==> config.mk <==
export PLATFORM = sky130hd
export DESIGN_NAME = adder_sched
export DESIGN_NICKNAME = d
export VERILOG_FILES = /design/src/rtl/adder_sched_pkg.sv /design/src/rtl/adder_sched_rr_arbiter.sv /design/src/rtl/adder_sched.sv
export SDC_FILE = /design/constraint.sdc
export NUM_CORES = 1
export LEC_CHECK = 0
export CORE_UTILIZATION = 45
export DETAILED_ROUTE_END_ITERATION = 6
export PLACE_DENSITY = 0.82
export SYNTH_ARGS = -nofsm -noshare
export SYNTH_HDL_FRONTEND = slang
export SYNTH_SLANG_ARGS = --single-unit
==> constraint.sdc <==
create_clock -name clk -period 4.05 [get_ports clk]
set_clock_uncertainty 0.05 [all_clocks]
set_input_delay 0.405 -clock clk [delete_from_list [all_inputs] [get_ports clk]]
set_output_delay 0.405 -clock clk [all_outputs]
set_load 0.1 [all_outputs]
==> src/rtl/adder_sched_pkg.sv <==
// adder_sched_pkg: shared types and constants for the time-multiplexed
// four-operand adder (state encoding, operand count, counter/sum widths).
package adder_sched_pkg;

  typedef enum logic [1:0] {
    IDLE = 2'd0,
    ACC  = 2'd1,
    RESP = 2'd2
  } sched_state_t;

  localparam int unsigned NUM_OPS = 4;
  localparam int unsigned CNT_W   = $clog2(NUM_OPS);

  // Sum width that holds NUM_OPS * (2^data_w - 1) without wrapping.
  function automatic int unsigned sum_w(input int unsigned data_w);
    return data_w + CNT_W;
  endfunction

endpackage

==> src/rtl/adder_sched_rr_arbiter.sv <==
// rr_arbiter: combinational round-robin grant. Searches from ptr upward,
// wrapping, and grants the first asserted request. The pointer register
// is owned by the caller.
// Ports:
//   req     in  N      request vector
//   ptr     in  IDX_W  index where the search starts
//   en      in  1      grant enable; no grant when low
//   gnt     out N      one-hot grant (zero when none)
//   gnt_idx out IDX_W  encoded grant index
//   any     out 1      a grant was issued
module rr_arbiter
  import adder_sched_pkg::*;
#(
  parameter int unsigned N     = 4,
  parameter int unsigned IDX_W = $clog2(N)
) (
  input  logic [N-1:0]     req,
  input  logic [IDX_W-1:0] ptr,
  input  logic             en,
  output logic [N-1:0]     gnt,
  output logic [IDX_W-1:0] gnt_idx,
  output logic             any
);

  // First requester at or after ptr, modulo N.
  always_comb begin
    logic [IDX_W-1:0] idx;
    gnt     = '0;
    gnt_idx = '0;
    any     = 1'b0;
    idx     = '0;
    for (int unsigned k = 0; k < N; k++) begin
      idx = IDX_W'((32'(ptr) + k) % N);
      if (en && !any && req[idx]) begin
        any      = 1'b1;
        gnt_idx  = idx;
        gnt[idx] = 1'b1;
      end
    end
  end

endmodule

==> src/rtl/adder_sched.sv <==
// adder_sched: one shared accumulate adder serving NUM_REQ requesters.
// A granted request's four operands are summed over four cycles and the
// result is returned on a single response channel tagged with the ID.
// Optional macro ADDER_SCHED_PERF_EN adds the perf_busy_cnt port.
// Ports:
//   clk, rst        clock, synchronous active-high reset
//   req_valid/ready per-requester handshake (ready is one-hot or zero)
//   req_data        NUM_OPS operands of DATA_W bits per requester
//   rsp_valid/ready response handshake
//   rsp_sum, rsp_id result and served requester index
//   perf_busy_cnt   non-IDLE cycle count (ADDER_SCHED_PERF_EN only)
module adder_sched
  import adder_sched_pkg::*;
#(
  parameter int unsigned NUM_REQ = 4,
  parameter int unsigned DATA_W  = 8,
  parameter int unsigned ID_W    = $clog2(NUM_REQ)
) (
  input  logic                          clk,
  input  logic                          rst,
  input  logic [NUM_REQ-1:0]            req_valid,
  output logic [NUM_REQ-1:0]            req_ready,
  input  logic [NUM_REQ*NUM_OPS*DATA_W-1:0] req_data,
  output logic                          rsp_valid,
  input  logic                          rsp_ready,
  output logic [DATA_W+1:0]             rsp_sum,
  output logic [ID_W-1:0]               rsp_id
`ifdef ADDER_SCHED_PERF_EN
  ,
  output logic [31:0]                   perf_busy_cnt
`endif
);

  localparam int unsigned ACC_W = sum_w(DATA_W);

  sched_state_t                         r_state;
  logic [ID_W-1:0]                      r_ptr;
  logic [ID_W-1:0]                      r_rsp_id;
  logic [CNT_W-1:0]                     r_cnt;
  logic [ACC_W-1:0]                     r_acc;
  logic [NUM_OPS-1:0][DATA_W-1:0]       r_ops;
  logic                                 r_rsp_valid;

  logic [NUM_REQ-1:0][NUM_OPS-1:0][DATA_W-1:0] w_req_ops;
  logic [NUM_REQ-1:0]                   w_gnt;
  logic [ID_W-1:0]                      w_gnt_idx;
  logic                                 w_any;
  logic                                 w_arb_en;

  // Packed view matches the flat layout: operand k of requester i at (i*NUM_OPS+k)*DATA_W.
  assign w_req_ops = req_data;

  // Accepts only in IDLE and never during the reset cycle.
  assign w_arb_en = (r_state == IDLE) && !rst;

  rr_arbiter #(
    .N     (NUM_REQ),
    .IDX_W (ID_W)
  ) u_arb (
    .req     (req_valid),
    .ptr     (r_ptr),
    .en      (w_arb_en),
    .gnt     (w_gnt),
    .gnt_idx (w_gnt_idx),
    .any     (w_any)
  );

  assign req_ready = w_gnt;
  assign rsp_valid = r_rsp_valid;
  assign rsp_sum   = r_acc;
  assign rsp_id    = r_rsp_id;

  // Scheduler FSM: accept, accumulate one operand per cycle, hold the response.
  always_ff @(posedge clk) begin
    if (rst) begin
      r_state     <= IDLE;
      r_ptr       <= '0;
      r_cnt       <= '0;
      r_acc       <= '0;
      r_ops       <= '0;
      r_rsp_valid <= 1'b0;
      r_rsp_id    <= '0;
    end else begin
      case (r_state)
        IDLE: begin
          if (w_any) begin
            r_ops    <= w_req_ops[w_gnt_idx];
            r_rsp_id <= w_gnt_idx;
            r_acc    <= '0;
            r_cnt    <= '0;
            r_ptr    <= (w_gnt_idx == ID_W'(NUM_REQ - 1)) ? '0 : w_gnt_idx + ID_W'(1);
            r_state  <= ACC;
          end
        end
        ACC: begin
          r_acc <= r_acc + ACC_W'(r_ops[r_cnt]);
          r_cnt <= r_cnt + CNT_W'(1);
          if (r_cnt == CNT_W'(NUM_OPS - 1)) begin
            r_state     <= RESP;
            r_rsp_valid <= 1'b1;
          end
        end
        RESP: begin
          if (rsp_ready) begin
            r_rsp_valid <= 1'b0;
            r_state     <= IDLE;
          end
        end
        default: begin
          r_state     <= IDLE;
          r_rsp_valid <= 1'b0;
        end
      endcase
    end
  end

`ifdef ADDER_SCHED_PERF_EN
  logic [31:0] r_busy_cnt;

  // Free-running busy counter; wraps naturally at 2^32.
  always_ff @(posedge clk) begin
    if (rst) begin
      r_busy_cnt <= '0;
    end else if (r_state != IDLE) begin
      r_busy_cnt <= r_busy_cnt + 32'd1;
    end
  end

  assign perf_busy_cnt = r_busy_cnt;
`endif

endmodule

# --- Word level (Yosys, flattened, before mapping) ---
# Index checks and enable logic that the tools add are counted.
classes:
  n_bitwise: 4
  n_reduce_logical: 22
  muxes: 44
  add_sub_neg: 6
  magnitude_cmp: 10
  eq_ne: 7
ops:
  columns: ["operator", "count"]
  rows:
  - ["32-bit binary-select mux with 2-bit select", 1]
  - ["32-bit 2-to-1 mux", 1]
  - ["10-bit one-hot mux with 2 select lines", 1]
  - ["2-bit by 3-bit < comparator with 1-bit output (second input constant)", 6]
  - ["2-bit 2-to-1 mux", 9]
  - ["8-bit binary-select mux with 2-bit select", 1]
  - ["4-bit 2-to-1 mux", 4]
  - ["1-bit 2-to-1 mux", 14]
  - ["1-bit logical AND", 12]
  - ["4-bit OR", 3]
  - ["10-bit by 8-bit adder with 10-bit output", 1]
  - ["10-bit 2-to-1 mux", 1]
  - ["1-bit binary-select mux with 2-bit select", 4]
  - ["1-bit demux with 2-bit select", 4]
  - ["2-bit by 1-bit greater-or-equal comparator with 1-bit output (second input constant)", 4]
  - ["8-bit 2-to-1 mux", 1]
  - ["2-bit by 1-bit adder with 2-bit output (second input constant)", 3]
  - ["2-bit == test (second input constant)", 3]
  - ["2-bit one-hot mux with 3 select lines", 1]
  - ["3-bit AND reduction", 2]
  - ["2-bit adder (second input constant)", 2]
  - ["1-bit zero test", 4]
  - ["2-bit != test (second input constant)", 2]
  - ["2-bit one-hot mux with 2 select lines", 1]
  - ["other kinds (7)", 8]
word_totals:
  output_inout_bits: 17
  word_cells: 103
  reg_bits: 51
  inputBits: 135

# --- Longest topological paths before layout ---
# Gate-level depths: netlist (run 1).
depth:
  depth_word: 18
  ltp_mapped: 13
  depth_no_buf: 11

# --- Cells and area by module ---
# Synthesis (run 1) repeated with hierarchy kept, for this count alone.
hier_totals:
  hier_cells: 393
  hier_area_um2: 3701.0
modules_own_cells:
  columns: ["module", "seq_area_each_um2", "area_each_um2", "cells_each", "instances"]
  rows:
  - ["adder_sched", 1021.0, 3151.8, 327, 1]
  - ["rr_arbiter", 0.0, 549.3, 66, 1]

# --- Least setup slack after synthesis (run 1) ---
# Ideal clock, no wire load.
synth_path:
  path_kind: "register to register"
  startpoint: "register r_cnt[0]"
  endpoint: "register r_acc[9], in the netlist rsp_sum[9]"
  arrival_time_ps: 3025
  period_less_slack_ps: 3140
  setup_slack_ps: 910
  setup_ps: 65
  n_path_buf: 1
  path_stages_with_launch: 11
  required_ps: 3935
  path_cell_list: "dfxtp_1 -> clkbuf_1 -> mux4_2 -> ha_1 -> a21o_1 -> a21oi_1 -> o21ai_0 -> a2111oi_0 -> o41ai_1 -> mux2_2 -> nor2_1"
synth_between:
  elab_chain_len: 4
synth_lines:
  columns: ["item", "line_no", "source"]
  rows:
  - ["from (decl)", "adder_sched.sv:39", "logic [CNT_W-1:0] r_cnt;"]
  - ["from (signal assigned)", "adder_sched.sv:97", "r_cnt <= r_cnt + CNT_W'(1);"]
  - ["8-bit binary-select mux with 2-bit select", "adder_sched.sv:96", "r_acc <= r_acc + ACC_W'(r_ops[r_cnt]);"]
  - ["8-bit 2-to-1 mux (implied by the code)", "adder_sched.sv:96", null]
  - ["10-bit by 8-bit adder with 10-bit output", "adder_sched.sv:96", null]
  - ["10-bit one-hot mux with 2 select lines", "adder_sched.sv:84", "case (r_state)"]
  - ["to (signal assigned)", "adder_sched.sv:96", null]
  - ["to (decl)", "adder_sched.sv:40", "logic [ACC_W-1:0] r_acc;"]
# No other way between the ends. The select of a mux whose other input is x is not followed.
# A chain may end at the register's enable or synchronous reset.

# --- Final worst setup path (run 1) ---
layout_path:
  startpoint: "register r_ptr[0]"
  endpoint: "register r_ops[8] (netlist name)"
layout_between:
  elab_chain_len: 18
  word_cells_on_any_way: 32
  cone_classes: "add/sub: 3; mux: 18; reduce/logical: 11"
layout_lines:
  columns: ["item", "line_no", "source"]
  rows:
  - ["from (decl)", "adder_sched.sv:37", "logic [ID_W-1:0] r_ptr;"]
  - ["from (signal assigned)", "adder_sched.sv:91", "r_ptr <= (w_gnt_idx == ID_W'(NUM_REQ - 1)) ? '0 : w_gnt_idx + ID_W'(1);"]
  - ["1-bit binary-select mux with 2-bit select", "adder_sched_rr_arbiter.sv:34", "if (en && !any && req[idx]) begin"]
  - ["1-bit 2-to-1 mux (implied by the code)", "adder_sched_rr_arbiter.sv:34", null]
  - ["1-bit logical AND", "adder_sched_rr_arbiter.sv:34", null]
  - ["1-bit 2-to-1 mux", "adder_sched_rr_arbiter.sv:34", null]
  - ["1-bit zero test", "adder_sched_rr_arbiter.sv:34", null]
  - ["1-bit logical AND (2 in series)", "adder_sched_rr_arbiter.sv:34", null]
  - ["1-bit 2-to-1 mux", "adder_sched_rr_arbiter.sv:34", null]
  - ["1-bit zero test", "adder_sched_rr_arbiter.sv:34", null]
  - ["1-bit logical AND (2 in series)", "adder_sched_rr_arbiter.sv:34", null]
  - ["1-bit 2-to-1 mux", "adder_sched_rr_arbiter.sv:34", null]
  - ["1-bit zero test", "adder_sched_rr_arbiter.sv:34", null]
  - ["1-bit logical AND (2 in series)", "adder_sched_rr_arbiter.sv:34", null]
  - ["2-bit 2-to-1 mux", "adder_sched_rr_arbiter.sv:34", null]
  - ["32-bit binary-select mux with 2-bit select", "adder_sched.sv:87", "r_ops <= w_req_ops[w_gnt_idx];"]
  - ["32-bit 2-to-1 mux (implied by the code)", "adder_sched.sv:87", null]
  - ["to (signal assigned)", "adder_sched.sv:87", null]
  - ["to (decl)", "adder_sched.sv:41", "logic [NUM_OPS-1:0][DATA_W-1:0] r_ops;"]
# Several ways; a longest one is shown, not always the timed one. The select of a mux whose other input is x is not followed.

==> results of run 1 <==
worst max-delay path, stage by stage, from the launching register on:
cell	delay, ns
dfxtp_1	0.62
inv_1	0.22
ha_1	0.45
mux4_2	0.40
nand2b_4	0.11
a21oi_1	0.06
nand3b_1	0.56
buf_12	0.39
mux2i_1	0.16
mux2_4	0.27
o21ai_1	0.11
worst max-delay path by stage:
| stage | startpoint | endpoint | slack, ns | cells after the start |
|---|---|---|---|---|
| 2_1_floorplan | r_cnt[0] | rsp_sum[9] | 0.91 | 10 |
| 3_3_place_gp | r_ptr[0] | r_ops[8] | 0.61 | 10 |
| 3_5_place_dp | r_ptr[0] | r_ops[13] | 0.56 | 10 |
| 4_1_cts | r_cnt[0] | rsp_sum[9] | 0.54 | 9 |
| 5_1_grt | r_ptr[0] | r_ops[12] | 0.30 | 10 |
| 6_report | r_ptr[0] | r_ops[8] | 0.56 | 10 |
where the power goes:
part	total, mW	internal (mW)	switching, mW
sequential	0.627	0.571	0.0562
combinational	0.868	0.463	0.406
clock	0.321	0.140	0.182
cells by family (layout without fill, tap and decap cells):
| logic type | after synthesis | count (layout) | share of synthesized area, % |
|---|---|---|---|
| AOI/OAI and AO/OA | 79 | 79 | 11.49 |
| adders and majority gates | 14 | 14 | 4.620 |
| buffers and inverters | 41 | 180 | 6.455 |
| and+or+nand+nor | 111 | 111 | 16.42 |
| xor gates and xnor gates | 3 | 3 | 0.6647 |
| DFF | 51 | 51 | 25.82 |
| muxes | 110 | 110 | 34.53 |
sequential cells by signal, summed over array words and instances, names as in the netlist:
register and cells:
r_ops 32, rsp_sum 10, rsp_valid 1, r_ptr 2, r_state 2, r_cnt 2
rsp_id 2
cell type report:
type | count | area share (%)
Multi-Input combinational cell | 317 | 47.67
Timing Repair Buffer | 164 | 29.64
Sequential cell | 51 | 18.08
Tap cell | 105 | 2.326
Clock buffer | 6 | 1.462
Inverter | 8 | 0.5317
Clock inverter | 2 | 0.2880
cells in the mapped netlist, drive strengths merged, types with 2 or more instances:
master / number / area, µm²
a21oi: 22 / 110.1
a222oi: 4 / 40.04
a31oi: 4 / 25.02
and2: 2 / 12.51
and3b: 2 / 17.52
buf: 13 / 142.6
clkbuf: 20 / 82.57
dfxtp: 51 / 1021
ha: 13 / 162.7
inv: 8 / 30.03
mux2: 36 / 499.2
mux2i: 64 / 640.6
mux4: 10 / 225.2
nand2: 19 / 71.32
nand2b: 6 / 45.04
nand3: 10 / 50.05
nand3b: 33 / 247.7
nor2: 15 / 56.30
nor2b: 3 / 18.77
nor3: 9 / 45.04
nor3b: 4 / 30.03
o21a: 2 / 15.01
o21ai: 38 / 190.2
o31a: 2 / 17.52
o31ai: 2 / 15.01
or3: 3 / 18.77
xnor2: 3 / 26.28
per-layer routing:
metal  up-vias  share of wire (%)
li1       1790                  -
met5         -                  0
met4         0                2.2
met2       120                 52
met3        19                4.7
met1      1681                 41
metrics by stage:
stage / hold slack [ns] / cells / worst slack (ns)
CTS: 0.4157 / 653 / 0.5420
detailed placement: 0.4021 / 645 / 0.5596
global route: 0.4229 / 653 / 0.2953
global placement: 0.3924 / 645 / 0.6126
floorplan: 0.3989 / 409 / 0.9101
finish: 0.4185 / 653 / 0.5585
==> results.cfg, run 1 <==
[placed_design]
dp_hpwl_mm = 8.070
postPlaceCellArea_mm2 = 0.005549
port_buffers = 151
gp_congestion = 0.8480

[sta]
fin_setup_tns_ns = 0
tightest_slew_ns = 0.9947
hold_viol_final = 0
setup_violations = 0
max_freq_ghz = 0.2864
min_period_over_period_pct = 86.21
finalCriticalPeriod_ns = 3.492
slew_viol_final = 0
rsz0062_at_grt = no
slew_headroom_pct = 33.48

[synthesis]
ys_types = 48
synthesis.area_mm2 = 0.003954
seq_area_frac_synth_pct = 25.82
async_reset_ff_share_pct = 0
syn_inst = 409
synth_edf_count = 0
synth_seq_cells = 51
synth-main-ff-cell = dfxtp_1
synth_nets = 558
synth_warnings = 0
avgSynthCellArea_um2 = 9.667

[setup_path]
critPathArrivalTime_ns = 3.69
cp-end-kind = flip-flop
reg2reg_depth = 10
cp-start-kind = flip-flop
r2r_start = r_ptr[0]
worstPathMaxFanout = 25
r2r_slack_ns = 0.56
r2r-end = r_ops[8]
cp.required_ns = 4.25
worst-setup-path-type = reg2reg

[cells_and_area]
antenna_cells = 0
multi_input_area_mm2 = 0.002693
nNetsFinal = 696
final_cell_mix = 147 x clkdlybuf4s50_1, 64 x mux2i_1, 51 x dfxtp_1, 33 x o21ai_1, 33 x nand3b_1
final_util_pct = 67.72
design_area_mm2 = 0.005648
regArea_mm2 = 0.001021
num-fill-cells = 635
area_delta_synth_final_pct = 42.85
drive_gt1_share_pct = 13.69
mostFrequentLayoutCell = clkdlybuf4s50_1

[floorplan]
boundaryPins = 152
die_h_um = 95.74
die-area_mm2 = 0.009165
core_mm2 = 0.008341
fp-row-count = 33
initial_utilization_pct = 47.40
die_w_um = 95.74

[hold_path]
min_to = rsp_id[1]
hold_path_class = reg2reg
min_from = rsp_id[1]
whs_path_depth = 2

[detailed_routing]
via_per_inst = 5.528
drtPass1Iterations = 5
drtIter0Drc = 162
drcViolationCount = 0
routedWlPerCell_um = 15.71
ant_nets = 0
routed-via-count = 3610
totalWireLength_mm = 10.26

[clock_tree]
cts_resized = 0
cts_made_buffers = 5
cts-root-buf = clkbuf_8
cts_setup_buffers = 0
cts_tree = done
worst_skew_pair.late_latency_ns = 0.32
cts_hold_buf = 0
clk_pin_slew_ns = 0.10
cts_buffer_depth = 2
clkSinkCount = 51
h-tree-depth = 2

[grt]
top_usage_layer = met2
grt_max_degree = 55
grt_first_pass_wirelength_mm = 16.37
grt_antenna_before_repair = 0
use_met2_pct = 41.13
gr-total-overflow = 0
grt_use_total_pct = 23.00
grt_pass1_vias = 3532
grt_use_met1_pct = 27.39
use_met3_pct = 4.107

[flow_run]
maxCapViolCount = 0

[pwr]
ir_drop_mv = 0.1736
p_total_mw = 1.817
cellPowerDensity_mw_per_mm2 = 321.6
p_leak_nw = 2.503

[outcome]
status = finished, final reports clean
Note: power is estimated with default switching activity, not from simulation.
==> run 2, diff against run 1 <==
--- a/config.mk
+++ b/config.mk
@@ -6,6 +6,7 @@
 export NUM_CORES = 1
 export LEC_CHECK = 0
 export CORE_UTILIZATION = 45
+export CTS_CLUSTER_SIZE = 40
 export DETAILED_ROUTE_END_ITERATION = 6
 export PLACE_DENSITY = 0.82
 export SYNTH_ARGS = -nofsm -noshare
==> results of run 2 <==
Same layout as run 1: the final DEF is identical, and so are final timing and power.
